==> src/rtl/mips_run_ctrl.sv <==
// Run/step/drain sequencer for a pipelined MIPS core.
// Gates the pipeline and PC enables, retires the in-flight instructions
// after a HALT is decoded, and counts every cycle the pipeline advanced.
module mips_run_ctrl #(
    parameter int NB_CNT       = 32,
    parameter int DRAIN_CYCLES = 3
) (
    input  logic              clk_i,
    input  logic              rst_n_i,
    input  logic              start_i,
    input  logic              step_i,
    input  logic              pause_i,
    input  logic              clear_i,
    input  logic              halt_detected_i,
    output logic              pipe_en_o,
    output logic              pc_en_o,
    output logic              busy_o,
    output logic              done_o,
    output logic [2:0]        state_o,
    output logic [NB_CNT-1:0] cycle_count_o
);

    typedef enum logic [2:0] {
        S_IDLE  = 3'd0,
        S_RUN   = 3'd1,
        S_STEP  = 3'd2,
        S_DRAIN = 3'd3,
        S_DONE  = 3'd4
    } state_t;

    // Drain counter must hold DRAIN_CYCLES; keep at least one bit when it is 0 or 1.
    localparam int DRAIN_W = (DRAIN_CYCLES < 2) ? 1 : $clog2(DRAIN_CYCLES + 1);
    localparam logic [DRAIN_W-1:0] DRAIN_LOAD = DRAIN_W'(DRAIN_CYCLES);
    localparam logic [DRAIN_W-1:0] DRAIN_LAST = DRAIN_W'(1);

    // With no drain window a decoded HALT completes immediately.
    localparam state_t HALT_TARGET = (DRAIN_CYCLES == 0) ? S_DONE : S_DRAIN;

    state_t              state_q;
    state_t              state_d;
    logic [DRAIN_W-1:0]  drain_cnt_q;
    logic [NB_CNT-1:0]   cycle_cnt_q;
    logic                cnt_clear;

    // Saturating increment: the counter sticks at all-ones instead of wrapping.
    function automatic logic [NB_CNT-1:0] sat_inc(input logic [NB_CNT-1:0] val);
        if (&val) begin
            return val;
        end
        return val + NB_CNT'(1);
    endfunction

    // Next-state and output decode; illegal codes fall back to IDLE.
    always_comb begin
        state_d   = S_IDLE;
        cnt_clear = 1'b0;
        pipe_en_o = 1'b0;
        pc_en_o   = 1'b0;
        done_o    = 1'b0;
        case (state_q)
            S_IDLE: begin
                if (start_i) begin
                    state_d = S_RUN;
                end else if (step_i) begin
                    state_d = S_STEP;
                end else begin
                    state_d   = S_IDLE;
                    cnt_clear = clear_i;
                end
            end
            S_RUN: begin
                pipe_en_o = 1'b1;
                // Freeze the PC on the HALT so nothing younger enters the pipe.
                pc_en_o   = ~halt_detected_i;
                if (halt_detected_i) begin
                    state_d = HALT_TARGET;
                end else if (pause_i) begin
                    state_d = S_IDLE;
                end else begin
                    state_d = S_RUN;
                end
            end
            S_STEP: begin
                pipe_en_o = 1'b1;
                pc_en_o   = ~halt_detected_i;
                state_d   = halt_detected_i ? HALT_TARGET : S_IDLE;
            end
            S_DRAIN: begin
                pipe_en_o = 1'b1;
                state_d   = (drain_cnt_q <= DRAIN_LAST) ? S_DONE : S_DRAIN;
            end
            S_DONE: begin
                done_o = 1'b1;
                if (clear_i) begin
                    state_d   = S_IDLE;
                    cnt_clear = 1'b1;
                end else begin
                    state_d = S_DONE;
                end
            end
            default: begin
                state_d = S_IDLE;
            end
        endcase
    end

    assign busy_o        = pipe_en_o;
    assign state_o       = state_q;
    assign cycle_count_o = cycle_cnt_q;

    // State register.
    always_ff @(posedge clk_i or negedge rst_n_i) begin
        if (!rst_n_i) begin
            state_q <= S_IDLE;
        end else begin
            state_q <= state_d;
        end
    end

    // Drain counter: loaded on entry to DRAIN, counts down each DRAIN cycle.
    always_ff @(posedge clk_i or negedge rst_n_i) begin
        if (!rst_n_i) begin
            drain_cnt_q <= '0;
        end else if ((state_d == S_DRAIN) && (state_q != S_DRAIN)) begin
            drain_cnt_q <= DRAIN_LOAD;
        end else if ((state_q == S_DRAIN) && (drain_cnt_q != '0)) begin
            drain_cnt_q <= drain_cnt_q - DRAIN_LAST;
        end
    end

    // Executed-cycle counter: advances with the pipeline enable, held while idle.
    always_ff @(posedge clk_i or negedge rst_n_i) begin
        if (!rst_n_i) begin
            cycle_cnt_q <= '0;
        end else if (cnt_clear) begin
            cycle_cnt_q <= '0;
        end else if (pipe_en_o) begin
            cycle_cnt_q <= sat_inc(cycle_cnt_q);
        end
    end

endmodule

==> config.mk <==
export PLATFORM = sky130hd
export DESIGN_NAME = mips_run_ctrl
export DESIGN_NICKNAME = d
export VERILOG_FILES = /design/src/rtl/mips_run_ctrl.sv
export SDC_FILE = /design/constraint.sdc
export NUM_CORES = 1
export LEC_CHECK = 0
export ABC_AREA = 1
export BUFFER_PORTS_ARGS = -buffer_cell sky130_fd_sc_hd__buf_2
export CAP_MARGIN = 20
export CORE_ASPECT_RATIO = 1.2
export CORE_MARGIN = 2
export CORE_UTILIZATION = 48
export DETAILED_ROUTE_END_ITERATION = 7
export MAX_ROUTING_LAYER = met4
export PLACE_DENSITY_LB_ADDON = 0.3
export SKIP_LAST_GASP = 1
export SLEW_MARGIN = 20
export SYNTH_ARGS = -nofsm -noshare
export SYNTH_HDL_FRONTEND = slang
export SYNTH_SLANG_ARGS = --single-unit
export TNS_END_PERCENT = 30
==> constraint.sdc <==
create_clock -name clk_i -period 2 [get_ports clk_i]
set_input_delay 0 -clock clk_i [delete_from_list [all_inputs] [get_ports clk_i]]
set_output_delay 0 -clock clk_i [all_outputs]
set_load 0.1 [all_outputs]
After elaboration in Yosys (flattened, before gate mapping)
Index checks and enable logic that the tools add are counted.

$add $sub $neg: 2. Multipliers: 0. Div/mod/pow operators: 0. Order comparisons: 1. Eq/ne operators: 7. Shifts and indexed selects: 0. Mux-type cells: 23. Bitwise gates (word level): 1. Reduce and logical (&&, ||, !) cells: 10.

Operators with widths (count): 2-to-1 mux 32 bit (3); adder 32 x 1 -> 32 bit (second input constant) (1); AND reduction 32 bit (1); case mux 3 bit (5 select lines) (1); 2-to-1 mux 2 bit (6); 2-to-1 mux 1 bit (10); == test 3 x 2 -> 1 bit (second input constant) (3); 2-to-1 mux 3 bit (2); nonzero test 2 bit (3); == test 3 x 1 -> 1 bit (second input constant) (1); == test 3 bit (second input constant) (1); logical NOT 3 bit (1); inequality test 3 x 2 -> 1 bit (second input constant) (1); inequality test 3 bit (second input constant) (1); OR reduction 3 bit (1); less-or-equal comparator 2 x 1 -> 1 bit (second input constant) (1); logical AND 1 bit (2); case mux 1 bit (2 select lines) (1); AND reduction 2 bit (1); OR reduction 2 bit (1); subtractor 2 x 1 -> 2 bit (second input constant) (1); inverter 1 bit (1).

Register bits: 37. Bits in latches: 0. RAM bits: 0. Bits in read-only memories: 0. Output and inout bits: 39. Memories kept: 0.

Logic depth before layout (Yosys ltp)
Depth after elaboration: 8. Mapped depth: 13.

Worst setup path before layout
No wires, ideal clock.

Kind: reg-to-output. Start point: reg state_q[1], in the netlist state_o[1]. End point: out pc_en_o. Arrival time: 2702 ps. Setup slack: -702 ps. Cell stages (with the launch flop): 7. Buffers on the path: 0. Cells stage by stage: dfrtp_1 -> nor2_2 -> inv_1 -> nand2_1 -> a21oi_1 -> inv_1 -> nor2_1.

Word-level cells in the longest chain between the ends: 3.

Ends and longest elaborated chain: from (decl) (line 39) `state_t state_q;`; from (signal assigned) (line 116) `state_q <= state_d;`; == test 3 x 1 -> 1 bit or == test 3 x 2 -> 1 bit (tied branches) (line 60) `case (state_q)`; OR reduction 2 bit (no source line) (*); 2-to-1 mux 1 bit (*); to (decl) (line 16) `output logic pc_en_o,`.

Mark *: on every way between the ends. The rest lies on a longest branch, timed or not.

Worst setup path after layout
Start point: reg cycle_cnt_q[0], in the netlist cycle_count_o[0]. End point: reg cycle_cnt_q[30], in the netlist cycle_count_o[30].

Word-level cells in the longest chain between the ends: 6.

Ends and longest elaborated chain: from (decl) (line 42) `logic [NB_CNT-1:0] cycle_cnt_q;`; from (signal assigned) (line 138) `cycle_cnt_q <= sat_inc(cycle_cnt_q);`; branches (longest 6 deep; another with adder 32 x 1 -> 32 bit).

Parallel ways; which one is timed is not known. The select of a mux whose other input is x is not followed. A chain may end at the register's enable or synchronous reset.

==> results.toml <==
[outcome]
status = "completed"

[clocking]
cts_root_buf = "clkbuf_8"
post_cts_buffers = 0
clkLatencyLatePin_ns = 0.29
cts_buffer_depth = 2
path_clk_slew_ns = 0.08
htree_num_levels = 2
tritoncts = "done"
numCtsBuffers = 5
cts.sinks = 37

[power_and_ir_drop]
p_comb_share_pct = 58.3
power_mw = 3.77
power_leakage_nw = 1.50
peakVddDrop_mv = 1.07
p_int_mw = 1.63
powerDensity_nw_per_um2 = 1220
switching_share_pct = 56.8
switchingPower_mw = 2.14
clkPwrFrac_pct = 13.9
p_seq_share_pct = 27.8

[floorplan]
die_w_um = 70.4
initial_core_util_pct = 48.9
die_h_um = 83.6
dieArea_um2 = 5880
rows = 29
ios = 46
fp.coreArea_um2 = 5190

[worst_setup_path]
reg2reg_slack_ns = 0.15
crit_chain = "ha_2 > nand2_1 > nor2_4 > nand2_4 > nor2_4 > nand2_1 > nand2_2 > nand2_4 > clkinv_2 > buf_4 > nand2_1 > nand2_1"
r2r_start = "cycle_count_o[0]"
worst_ep_required_time_ns = 2.23
arrival_ns = 2.08
r2r_cells = 12
cp_max_fo = 16
critPathCaptureType = "register"
reg2reg_to = "cycle_count_o[30]"
startpoint_type = "register"
path_buf_inv = 2
crit_end = "cycle_count_o[30]"
slowest_stage = "dfrtp_4"
cp.depth = 12
path_class = "reg -> reg"
cpMostUsedCell = "nand2_1"
crit_family = "simple AND/OR/NAND/NOR gates"
crit_start = "cycle_count_o[0]"
critPathMaxStageDelay_ns = 0.46

[route]
final_antenna_net_count = 0
vias = 2646
drtIter0Drc = 139
dr.pass1.iters = 6
route.detailed.drc = 0
viasPerCell = 5.13
routedWlPerCell_um = 13.4
wl_um = 6900

[sta]
setup_violations = 0
rsz0062_at_grt = "yes"
tns_ns = 0
whs_ns = 0.259
slew_viol_final = 0
clock_skew_ns = 0.00604
worstMarginPinSlew_ns = 0.811
period_share_pct = 92.5
period_needed_ns = 1.85
hold_violations = 0
max_freq_ghz = 0.541
maxSlewHeadroom_pct = 46.0

[finish]
num_antenna_cells = 0
design_area_um2 = 3080
final_nets = 463
final_cells = 516
fillCellCount = 517
multiInputGateArea_um2 = 1430
seq_area_um2 = 980
drive_above_1_share_pct = 25.8
synthToLayoutAreaGrowth_pct = 21.5

[synth]
ys.flop_type = "dfrtp_1"
synth_edf_count = 0
yosys_warnings = 0
postSynthCellCount = 395
synth_largest_area_cell = "dfrtp_1"
synthDistinctLibCells = 31
synth_top_cell_area_share_pct = 36.5
ys_ff_latch = 37
synth_area_um2 = 2540
async_reset_ff_share_pct = 100
synth.net_count = 405
synth.most_common_cell = "nand2_1"
syn_avg_cell_area_um2 = 6.42
synthTopCellsByArea = "dfrtp_1 (37%), nand2_1 (25%), nor2_1 (8.9%)"
ys_seq_area_share_pct = 36.5
synth_common_cells = "nand2_1 (171), nor2_1 (60), dfrtp_1 (37)"

[global_route]
grt_pass1_wl_um = 12000
track_usage_pct = 26.1
grt_pass1_vias = 2603
antenna_found_initial = 0
grt_max_degree = 38
grt_overflow_total = 0

[placed_design]
dpl_cell_area_um2 = 2930
dp.cells = 502
port_buffers = 45
gp_congestion = 0.925
dp_hpwl_um = 5240

[job]
maxCapViolations = 0

[hold_path]
hold_start = "step_i"
holdPathStages = 7
hp-class = "in -> reg"
## layer usage
layer	global-route usage [%]	vias to the layer above	part of all wire, %
li1	-	1354	-
met1	32.8	1223	45
met2	44.1	63	50
met3	3.86	6	4.3
met4	6.47	0	0.75
met5	-	-	0
## state kept, by name, summed over array words and instances (netlist names)
register       count
cycle_count_o     32
state_o            3
drain_cnt_q        2
## through the flow
step	setup slack, ns	utilization, %
6_report	0.151	59.4
5_1_grt	-0.0160	59.4
3_3_place_gp	0.183	56.5
3_5_place_dp	0.121	56.5
2_1_floorplan	-0.119	-
4_1_cts	0.101	59.3
## worst min-delay path by stage
stage | to | slack (ns)
finish | cycle_count_o[4] | 0.26
global route | cycle_count_o[4] | 0.29
CTS | cycle_count_o[4] | 0.26
detailed placement | cycle_count_o[1] | 0.14
global placement | cycle_count_o[1] | 0.13
floorplan | cycle_count_o[10] | -0.30
## power by group through the flow
stage	registers (mW)	logic [mW]	clock network (mW)
floorplan	1.68	1.14	0
global placement	1.06	2.13	0
detailed placement	1.06	2.16	0
CTS	1.04	2.20	0.541
global route	1.07	2.36	0.574
finish	1.05	2.19	0.525
## cells in the final DEF, fill, tap and decap left out
cell | Yosys | routed
nand2_1 | 171 | 170
nor2_1 | 60 | 59
buf_2 | 1 | 45
inv_1 | 35 | 32
dfrtp_2 | 0 | 28
nand4_1 | 22 | 22
nand3_1 | 20 | 20
buf_4 | 1 | 7
dlygate4sd3_1 | 0 | 6
xor2_1 | 5 | 5
or2_2 | 5 | 5
clkbuf_8 | 0 | 5
dfrtp_4 | 0 | 5
o21ai_0 | 4 | 4
dfrtp_1 | 37 | 4
nor2_4 | 2 | 3
inv_2 | 2 | 3
nand2_4 | 2 | 3
clkinv_2 | 1 | 3
xnor2_1 | 3 | 3
a21oi_1 | 2 | 2
clkinvlp_4 | 0 | 2
nor2_2 | 2 | 2
nand3b_1 | 2 | 2
o21bai_1 | 2 | 2
ha_1 | 3 | 2
inv_4 | 0 | 1
nor3_1 | 1 | 1
o31ai_1 | 1 | 1
o22ai_1 | 1 | 1
o311ai_0 | 1 | 1
a21oi_2 | 1 | 1
o21ai_2 | 1 | 1
nand2_2 | 1 | 1
ha_2 | 0 | 1
buf_12 | 0 | 1
## cell families after synthesis
| group | count (synthesis) | synth area share [%] |
|---|---|---|
| AND/OR/NAND/NOR | 288 | 48.1 |
| buffers and inverters | 46 | 7.79 |
| flip-flops | 37 | 36.5 |
| AO/OA/AOI/OAI | 13 | 3.36 |
| XOR/XNOR | 8 | 2.76 |
| adder cells (fa/ha/maj) | 3 | 1.48 |
## layout make-up
cell class	instances	area share [%]
multi-input cells	312	46.4
flip-flops and latches	37	31.8
repair buffers	59	11.6
inverters	38	4.87
well taps	62	2.52
clock buffers	5	2.23
clock inverters	3	0.568
## worst reg2reg max path: stages (launching register included)
cell and delay [ns]:
dfrtp_4 0.46, ha_2 0.23, nand2_1 0.10, nor2_4 0.12
nand2_4 0.08, nor2_4 0.15, nand2_1 0.08, nand2_2 0.09
nand2_4 0.08, clkinv_2 0.06, buf_4 0.19, nand2_1 0.07
nand2_1 0.07
## repair_timing
item | in CTS | in global routing
hold buffers | 6 | 0
resized for setup | 0 | 2
hold endpoints to repair | 41 | 0
setup endpoints to repair | 0 | 27
Note: power is estimated with default switching activity, not from simulation.
